==> config.mk <==
export PLATFORM = sky130hd
export DESIGN_NAME = out_byte_uart
export DESIGN_NICKNAME = d
export VERILOG_FILES = /design/src/rtl/out_byte_uart.sv
export SDC_FILE = /design/constraint.sdc
export NUM_CORES = 1
export LEC_CHECK = 0
export ABC_AREA = 1
export BUFFER_PORTS_ARGS = -buffer_cell sky130_fd_sc_hd__buf_2
export CAP_MARGIN = 20
export CORE_MARGIN = 4
export CORE_UTILIZATION = 55
export CTS_CLUSTER_SIZE = 25
export DETAILED_ROUTE_END_ITERATION = 6
export PLACE_DENSITY = 0.74
export SETUP_SLACK_MARGIN = 0.05
export SLEW_MARGIN = 20
export SYNTH_ARGS = -nofsm -noshare
export SYNTH_HDL_FRONTEND = slang
export SYNTH_SLANG_ARGS = --single-unit
==> constraint.sdc <==
create_clock -name clk -period 2.8 [get_ports clk]
set_clock_uncertainty 0.2 [all_clocks]
set_input_delay 0.56 -clock clk [delete_from_list [all_inputs] [get_ports clk]]
set_output_delay 0.56 -clock clk [all_outputs]
set_load 0.02 [all_outputs]
==> src/rtl/out_byte_uart.sv <==
// out_byte_uart: serial console back-end. Buffers CPU output bytes in a small
// FIFO and sends each one as an 8N1 UART frame, LSB first.
//   clk, reset    : single clock, synchronous active-high reset
//   out_byte/_en  : byte write strobe, one byte per cycle high
//   uart_tx       : registered serial line, idle high
//   busy          : FIFO non-empty or frame in progress (registered)
//   fifo_level    : FIFO occupancy, 0..FIFO_DEPTH
//   overflow      : sticky flag, set when a write is dropped on a full FIFO
module out_byte_uart #(
    parameter int unsigned CLK_DIV    = 434,
    parameter int unsigned FIFO_DEPTH = 16
) (
    input  logic                        clk,
    input  logic                        reset,
    input  logic [7:0]                  out_byte,
    input  logic                        out_byte_en,
    output logic                        uart_tx,
    output logic                        busy,
    output logic [$clog2(FIFO_DEPTH):0] fifo_level,
    output logic                        overflow
);
    localparam int unsigned PTR_W  = $clog2(FIFO_DEPTH);
    localparam int unsigned LVL_W  = PTR_W + 1;
    localparam int unsigned BAUD_W = 16;

    typedef enum logic [1:0] {IDLE, START, DATA, STOP} state_t;

    state_t            state, state_n;
    logic [BAUD_W-1:0] baud_cnt, baud_cnt_n;
    logic [2:0]        bit_cnt, bit_cnt_n;
    logic [7:0]        shift, shift_n;
    logic [PTR_W-1:0]  rd_ptr, rd_ptr_n;
    logic [PTR_W-1:0]  wr_ptr, wr_ptr_n;
    logic [LVL_W-1:0]  level_n;
    logic              tx_n, busy_n, overflow_n;
    logic              push, pop, baud_wrap;
    logic [7:0]        mem [FIFO_DEPTH];

    // Next-state, FIFO pointer and registered-output computation
    always_comb begin
        state_n    = state;
        baud_cnt_n = baud_cnt;
        bit_cnt_n  = bit_cnt;
        shift_n    = shift;
        rd_ptr_n   = rd_ptr;
        wr_ptr_n   = wr_ptr;
        overflow_n = overflow;
        pop        = 1'b0;
        tx_n       = 1'b1;
        baud_wrap  = (baud_cnt == BAUD_W'(CLK_DIV - 1));
        // Fullness is judged on the current level, before any same-cycle pop
        push       = out_byte_en && (fifo_level != LVL_W'(FIFO_DEPTH));

        if (out_byte_en && !push) begin
            overflow_n = 1'b1;
        end

        if (state != IDLE) begin
            baud_cnt_n = baud_wrap ? '0 : baud_cnt + BAUD_W'(1);
        end

        case (state)
            IDLE: begin
                if (fifo_level != '0) begin
                    pop        = 1'b1;
                    shift_n    = mem[rd_ptr];
                    rd_ptr_n   = rd_ptr + PTR_W'(1);
                    bit_cnt_n  = '0;
                    baud_cnt_n = '0;
                    state_n    = START;
                end
            end
            START: begin
                if (baud_wrap) begin
                    state_n = DATA;
                end
            end
            DATA: begin
                if (baud_wrap) begin
                    shift_n   = {1'b0, shift[7:1]};
                    bit_cnt_n = bit_cnt + 3'd1;
                    if (bit_cnt == 3'd7) begin
                        state_n = STOP;
                    end
                end
            end
            STOP: begin
                if (baud_wrap) begin
                    state_n = IDLE;
                end
            end
            default: state_n = IDLE;
        endcase

        if (push) begin
            wr_ptr_n = wr_ptr + PTR_W'(1);
        end

        level_n = fifo_level + LVL_W'(push) - LVL_W'(pop);

        // Line level follows the state being entered so uart_tx stays registered
        case (state_n)
            START:   tx_n = 1'b0;
            DATA:    tx_n = shift_n[0];
            default: tx_n = 1'b1;
        endcase

        busy_n = (state_n != IDLE) || (level_n != '0);
    end

    // State and output registers
    always_ff @(posedge clk) begin
        if (reset) begin
            state      <= IDLE;
            baud_cnt   <= '0;
            bit_cnt    <= '0;
            shift      <= '0;
            rd_ptr     <= '0;
            wr_ptr     <= '0;
            fifo_level <= '0;
            uart_tx    <= 1'b1;
            busy       <= 1'b0;
            overflow   <= 1'b0;
        end else begin
            state      <= state_n;
            baud_cnt   <= baud_cnt_n;
            bit_cnt    <= bit_cnt_n;
            shift      <= shift_n;
            rd_ptr     <= rd_ptr_n;
            wr_ptr     <= wr_ptr_n;
            fifo_level <= level_n;
            uart_tx    <= tx_n;
            busy       <= busy_n;
            overflow   <= overflow_n;
        end
    end

    // FIFO storage; contents need no reset since pointers and level do
    always_ff @(posedge clk) begin
        if (push && !reset) begin
            mem[wr_ptr] <= out_byte;
        end
    end

endmodule

# Word-level counts from Yosys, hierarchy flattened
# Memories as Yosys holds them, arrays and structs flattened. A register that Yosys moved wholly into a read port is not among the register bits.
# Cells that the tools add are included.
# totals
ff_bits	45
latchBits	0
ram_bits	128
rom_bits	0
inputBits	11
output_inout_bits	8
word_cells	65
memories	1
# classes
addsub	6
n_mul	0
div_mod_pow	0
n_lt_le_gt_ge	0
eq_ne	10
shifts	0
mux	23
n_bitwise	0
reduce_logical	14
# memory_table
name	depth	width	read_ports	rd_clocked_by_memory_dff	wr	line	text
mem	16	8	1	1	1	37	logic [7:0] mem [FIFO_DEPTH];
# op_table
operator	n
2-to-1 mux 16 bit	4
adder 16 x 1 -> 16 bit, second input constant	1
equality test 16 x 9 -> 1 bit, second input constant	1
2-to-1 mux 8 bit	2
case mux 8 bit (2 select lines)	1
2-to-1 mux 2 bit	5
nonzero test 5 bit	2
adder 4 x 1 -> 4 bit, second input constant	2
2-to-1 mux 4 bit	2
case mux 2 bit (4 select lines)	1
equality test 2 bit, second input constant	3
2-to-1 mux 3 bit	2
case mux 3 bit (2 select lines)	1
nonzero test 2 bit	3
adder 5 x 1 -> 5 bit	1
!= test 5 bit, second input constant	1
subtractor 5 x 1 -> 5 bit	1
equality test 2 x 1 -> 1 bit, second input constant	2
2-to-1 mux 1 bit	4
!= test 2 bit, second input constant	2
adder 3 x 1 -> 3 bit, second input constant	1
equality test 3 bit, second input constant	1
logical AND 1 bit	3
AND reduction 3 bit	1
other kinds (5)	6

# Longest topological paths before layout
# Gate-level depths: netlist of run 1.
# depth
word_depth	6
mapped_depth	18

# Worst setup path after synthesis of run 1
# No wires, ideal clock.
# synth_path
kind	register to register
startpoint	register fifo_level[3]
endpoint	register busy
setup_time_ns	0.128
arrival_ns	2.747
t_required_ns	2.472
slack_ns	-0.275
path_stages_with_launch	19
path_buffers	1
synth_period_minus_slack_ns	3.075
cell_sequence	dfxtp_1 -> inv_1 -> ha_1 -> nor3b_2 -> nand2_1 -> nand2_4 -> inv_2 -> buf_6 -> ha_1 -> inv_1 -> ha_1 -> fa_1 -> nand2_1 -> a21oi_1 -> nor2_1 -> xor2_1 -> nand3_1 -> nor3_1 -> nor2_1
# synth_via
elab_chain_len	6
word_cells_on_any_way	12
cone_classes	add/sub (2); eq/ne (1); mux (4); reduce/logical (5)
# synth_rtl
element	line	text
from (decl)	19	output logic [$clog2(FIFO_DEPTH):0] fifo_level,
from (signal assigned)	131	fifo_level <= level_n;
!= test 5 bit / nonzero test 5 bit (equally long branches)	52, 64	
logical AND 1 bit / 2-to-1 mux 1 bit (equally long branches)	52, 64	
adder 5 x 1 -> 5 bit / 2-to-1 mux 1 bit (equally long branches)	99, 62	
subtractor 5 x 1 -> 5 bit	99	level_n = fifo_level + LVL_W'(push) - LVL_W'(pop);
nonzero test 5 bit	108	busy_n = (state_n != IDLE) || (level_n != '0);
logical OR 1 bit (*)	108	
to (signal assigned)	133	busy <= busy_n;
to (decl)	18	output logic busy,
# Every way passes the cells marked *; elsewhere a longest branch is shown, timed or not.
# A chain may end at the register's enable or synchronous reset.

# Worst setup path in the final report of run 1
# layout_path
startpoint	register fifo_level[2]
endpoint	register busy
# Same word-level chain as after synthesis.

==> metrics.cfg, run 1 <==
[status]
outcome=finished, violations left
violations=negative setup slack

[die]
die_w_um=126
die_height_um=126
io_pins=19
start_util_pct=56.9
coreArea_um2=13500
rows=42
fp.dieArea_um2=15900

[cells_and_area]
layout_common_cells=edfxtp_1, nor2_1, nand2_1, o21ai_0, inv_1
mostFrequentLayoutCell=edfxtp_1
final_core_util_pct=65.7
finalInstanceArea_um2=8830
diodes=0
nNetsFinal=818
layout-drive-gt1-share_pct=16.7
areaGrowthSynthToFinish_pct=15.4

[setup_path]
crit_type=reg -> reg
crit_arrival_ps=3030
crit_required_ps=2900
path_cells=inv_4, ha_4, nor3b_4, nand2_2, nand2_4, inv_4, ha_4, inv_2, ha_4, fa_2, nand2_1, a21oi_1, nor2_1, xor2_1, nand3_1, nor3_2, nor2_1
slowest_delay_ps=350
critPathLaunchType=register
crit_fanout=3
worstSetupEndpointType=register
critPathSlowestCell=dfxtp_4
crit_top_cell=ha_4

[cts]
h-tree-depth=4
clock-sinks=177
clock_path_buffers=2
clk_pin_slew_ps=60
root_buffer=clkbuf_16
cts_tree=built
hold_buffers=0
insertion_delay_ps=430
cts-buffers-inserted=17

[synth]
synthesis.area_um2=7650
netlist_instances=740
ys_warn_count=0
synth_compound_area_share_pct=9.61
synth_seq_cells=177
synth-simple-area-share_pct=17.7
synthesis.nets=767
synth_fa_ha_area_share_pct=2.71
synth_cell_types=41
synth_mux_area_share_pct=0
synth_xor_area_share_pct=0.915
synth_top_area_cell=edfxtp_1
synth.area.top_cells=edfxtp_1, dfxtp_1, nor2_1
synth_top_cell_area_share_pct=50.2
synth_top_family_by_area=simple AND/OR/NAND/NOR gates
syn_area_per_cell_um2=10.3
ys_seq_area_share_pct=63.0

[global_route]
grt_start_max_net_pins=72
grt_pass1_vias=5259
grt_pass1_wl_um=26300
grt_overflow=0
antenna_found_initial=0
grt_usage_pct=21.3

[drt]
drc=0
routed_wl_um=16700
drtIter0Drc=470
drtPass1Iterations=6
num_vias=5464
post_drt_wl_per_cell_um=17.0
postRouteAntennaNets=0
viasPerCell=5.58

[timing]
setup_slack_ps=-127
max_freq_mhz=342
period_minus_slack_ps=2930
tightest_slew_ps=741
grt_setup_unrepaired=yes
slew-limit-headroom_pct=50.6
maxSlewViolCount=0
final.setup.tns_ps=-219
finalHoldViolCount=0
fin_crit_sh_pct=105
setup_violations=2

[power]
power-per-cell-area_nw_per_um2=953
static-leakage-power_nw=3.25
peakVddDrop_uv=509
finalPower_mw=8.42

[run]
max-cap-violations=0

[placement]
port_buffers=18
globalplace.congestion=0.839
placed_area_um2=8090
dp_hpwl_um=10300

[min_path]
min_path_type=in -> reg

-- metal layers --
layer / vias up / GRT usage, % / share of wire, %
met1: 2638 / 26.9 / 43
met3: 32 / 6.27 / 6.0
met5: - / 0 / 0
li1: 2636 / - / -
met4: 0 / 8.01 / 2.3
met2: 158 / 34.9 / 49
-- stage by stage --
step / cells / hold WS (ps) / worst slack (ps)
floorplan: 740 / 229 / -159
global placement: 938 / 237 / -19.1
detailed placement: 938 / 239 / -183
CTS: 974 / 216 / -52.4
global route: 979 / 226 / -270
finish: 979 / 240 / -127
-- registers in the layout, summed over array words and instances, names as in the netlist, named ones only --
register and cells:
mem 128, baud_cnt 16, shift 8, fifo_level 5, rd_ptr 4, wr_ptr 4, bit_cnt 3, state 2
busy 1, overflow 1, uart_tx 1
-- final cells by class --
class,instances,area [µm²]
clock buffers,18,429
well taps,176,220
multi-input cells,462,2430
flip-flops and latches,177,4830
fillers,1015,4620
clock inverters,13,211
inverters,70,279
repair buffers,63,428
-- cell usage after synthesis --
cell / count
nor2_2: 1
nand2_2: 6
clkinv_2: 1
nor4_1: 1
inv_4: 1
o211ai_1: 21
nor3_1: 14
dfxtp_1: 49
o21bai_1: 2
ha_1: 15
nor2_1: 124
o211ai_2: 1
o21ai_1: 5
clkbuf_1: 11
nor3_4: 1
and3_2: 1
nor2_4: 2
inv_6: 1
nand3_1: 52
o211a_1: 1
nand2_1: 88
nand2_4: 1
xnor2_1: 2
o21ai_0: 64
a21oi_1: 34
fa_1: 1
nand4_1: 8
buf_4: 5
nand3_2: 2
inv_1: 61
xor2_1: 6
a31oi_1: 2
clkinv_1: 1
nor3b_2: 1
nor3_2: 3
nor3b_1: 1
buf_6: 6
o22ai_1: 2
buf_2: 9
edfxtp_1: 128
inv_2: 5
-- critical path, delay by kind of cell, from the launching register on --
family	cells	cell delay, ps
DFF	1	350
and+or+nand+nor	8	920
AOI/OAI and AO/OA	1	60
adders and majority gates	4	860
xor gates and xnor gates	1	250
buffers and inverters	3	140
-- kinds of logic (layout without fill, tap and decap cells) --
logic type / count (synthesis) / in the layout
xor+xnor: 8 / 8
simple gates: 306 / 306
fa+ha+maj: 16 / 16
compound gates: 132 / 132
buf+inv: 101 / 164
flops: 177 / 177
-- where the power goes --
group	leakage [nW]	switching [mW]	internal, mW	total (mW)
clock	0.299	0.985	1.58	2.57
sequential	1.55	0.121	3.00	3.12
combinational	1.39	1.72	1.02	2.73
total	3.25	2.82	5.59	8.42
-- final timing paths --
check,slack (ps),depth (start not counted),end,start
worst min register to register,250,2,overflow$_SDFFE_PP0P_,overflow$_SDFFE_PP0P_
worst max-delay path,-130,17,busy$_SDFF_PP0_,fifo_level[2]$_SDFF_PP0_
worst max register to register,-130,17,busy$_SDFF_PP0_,fifo_level[2]$_SDFF_PP0_
worst min-delay path,240,3,overflow$_SDFFE_PP0P_,out_byte_en
-- timing repair --
action | CTS | global route
resized for setup | 4 | 2
endpoints found under the hold margin | 0 | 0
pin swaps | 5 | 2
setup buffers | 6 | 5
cloned | 0 | 0
setup endpoints to repair | 2 | 2
(Power assumes the default switching activity.)
==> run 2: changes to the inputs <==
==> constraint.sdc (replaced) <==
create_clock -name clk -period 2.8 [get_ports clk]
set_clock_uncertainty 0.2 [all_clocks]
set_input_delay 0.14 -clock clk [delete_from_list [all_inputs] [get_ports clk]]
set_output_delay 0.14 -clock clk [all_outputs]
set_load 0.02 [all_outputs]
==> metrics.cfg, run 2 (synthesis gave the netlist of run 1 again) <==
[cells_and_area]
finalInstanceArea_um2=8950  ; +1.3%
layout-drive-gt1-share_pct=15.6  ; -1.1 points
fillers=991  ; -2.4%
diodes=0  ; unchanged
mostFrequentLayoutCell=edfxtp_1
nNetsFinal=828  ; +1.2%
regArea_um2=4830  ; unchanged
regMostFlops=mem
reg.largest.list=mem: 128 flops, baud_cnt: 16 flops, shift: 8 flops
layout_common_cells=edfxtp_1, nor2_1, nand2_1, o21ai_0, inv_1
largest_reg_flops=128  ; unchanged
multi_input_area_um2=2420  ; -0.51%
areaGrowthSynthToFinish_pct=16.9

[min_path]
min_path_type=reg -> reg

[drt]
post_drt_wl_per_cell_um=17.5  ; +2.7%
routed_wl_um=17300  ; +3.7%
viasPerCell=5.67  ; +1.6%
drtPass1Iterations=5  ; -1
drc=0  ; unchanged
drtIter0Drc=444  ; -5.5%
num_vias=5610  ; +2.7%
postRouteAntennaNets=0  ; unchanged

[status]
outcome=finished, violations left
violations=negative setup slack

[timing]
max_freq_mhz=349  ; +2.1%
fin_crit_sh_pct=102  ; -2.2 points
finalHoldViolCount=0  ; unchanged
grt_setup_unrepaired=yes
tightest_slew_ps=667  ; -73.4 ps
final.setup.tns_ps=-69.9  ; +149 ps
maxSlewViolCount=0  ; unchanged
setup_violations=2  ; unchanged
setup_slack_ps=-65.2  ; +61.6 ps
period_minus_slack_ps=2870  ; -61.6 ps
slew-limit-headroom_pct=55.5  ; +4.8 points

[power]
finalPower_mw=8.45  ; +0.40%
combinationalPowerShare_pct=32.2  ; -0.3 points
power-per-cell-area_nw_per_um2=944  ; -0.90%
p_int_mw=5.60  ; +0.20%
static-leakage-power_nw=3.30  ; +1.6%
peakVddDrop_uv=587  ; +15%
seqPwrFrac_pct=36.9  ; about the same
power_switching_mw=2.85  ; +0.80%
p_clk_share_pct=30.9  ; +0.4 points
switching_share_pct=33.7  ; +0.13 points

[die]
die_w_um=126  ; unchanged
coreArea_um2=13500  ; unchanged
die_height_um=126  ; unchanged
start_util_pct=56.9  ; unchanged
io_pins=19  ; unchanged
rows=42  ; unchanged
fp.dieArea_um2=15900  ; unchanged

[global_route]
grt_pass1_wl_um=27600  ; +4.8%
antenna_found_initial=0  ; unchanged
grt_start_max_net_pins=72  ; unchanged
grt_overflow=0  ; unchanged
grt_pass1_vias=5448  ; +3.6%
grt_usage_pct=22.2  ; +0.89 points

[setup_path]
worstSetupEndpointType=register
crit_fanout=3  ; unchanged
crit_required_ps=2910  ; about the same
crit_arrival_ps=2970  ; -60 ps
critPathLaunchType=register
crit_type=reg -> reg

[cts]
clk_pin_slew_ps=70  ; about the same
clock_path_buffers=2  ; unchanged
cts-buffers-inserted=17  ; unchanged
root_buffer=clkbuf_16
insertion_delay_ps=430  ; about the same
h-tree-depth=4  ; unchanged
cts_tree=built
clock-sinks=177  ; unchanged

[placement]
globalplace.congestion=0.832  ; -0.78%
dp_hpwl_um=10500  ; +1.3%
port_buffers=18  ; unchanged
placed_area_um2=8060  ; -0.28%

[run]
max-cap-violations=0  ; unchanged

==> run 2: cell count changes in the layout (fill, tap and decap cells not counted), sizes merged <==
cell / change
inv: +4
clkinv: -2
buf: -6
dlygate4sd3: +16
clkinvlp: -1
clkbuf: -1
==> run 2: critical path, cell delays in order (launching register included) <==
cell and delay (ps):
dfxtp_4 350, inv_4 60, ha_4 110, nor3b_4 230, nand2_2 120, nand2_4 90
inv_4 40, ha_4 250, inv_2 40, ha_4 150, fa_2 340, nand2_1 70
a21oi_1 50, nor2_1 110, xor2_1 210, nand3_1 130, nor3_2 120, nor2_1 60
==> run 2: layer usage <==
layer | routed length, µm | global-route usage [%]
met5 | 0 | 0
met4 | 303 | 6.94
met1 | 7080 | 28.0
met3 | 1190 | 5.12
met2 | 8700 | 38.2
==> run 2: power by group through the flow <==
stage / clock, mW / combinational (mW) / sequential (mW)
2_1_floorplan: 0 / 1.80 / 3.19
3_3_place_gp: 0 / 2.39 / 3.15
3_5_place_dp: 0 / 2.48 / 3.17
4_1_cts: 2.63 / 2.64 / 3.11
5_1_grt: 2.74 / 3.00 / 3.14
6_report: 2.61 / 2.72 / 3.12
==> run 2: area by class of cell <==
cell class / count / share of cell area, %
Sequential cell: 177 / 54.0
Tap cell: 176 / 2.46
Clock inverter: 14 / 2.52
Multi-Input combinational cell: 462 / 27.0
Inverter: 70 / 3.12
Clock buffer: 17 / 4.75
Timing Repair Buffer: 73 / 6.11
==> run 2: worst paths after layout <==
check,from,endpoint,slack [ps],cells after the start
hold / removal,shift[7]$_SDFFE_PP0P_,shift[7]$_SDFFE_PP0P_,270,2
setup reg to reg,fifo_level[2]$_SDFF_PP0_,busy$_SDFF_PP0_,-70,17
setup / recovery,fifo_level[2]$_SDFF_PP0_,busy$_SDFF_PP0_,-70,17
hold reg to reg,shift[7]$_SDFFE_PP0P_,shift[7]$_SDFFE_PP0P_,270,2
==> run 2: metrics by stage <==
step / setup WS, ps / instances / hold slack (ps) / utilization (%)
floorplan: -159 / 740 / 38.9 / -
global placement: -30.3 / 935 / 237 / 59.9
detailed placement: -116 / 935 / 230 / 59.9
CTS: -20.1 / 986 / 273 / 66.3
global route: -233 / 989 / 292 / 66.5
finish: -65.2 / 989 / 274 / 66.5
==> run 2: what timing repair did <==
item | CTS | global route
hold buffers | 16 | 0
pin swaps | 7 | 1
buffers inserted | 4 | 3
setup endpoints to repair | 2 | 4
hold endpoints to repair | 145 | 0
gates resized for setup | 3 | 2
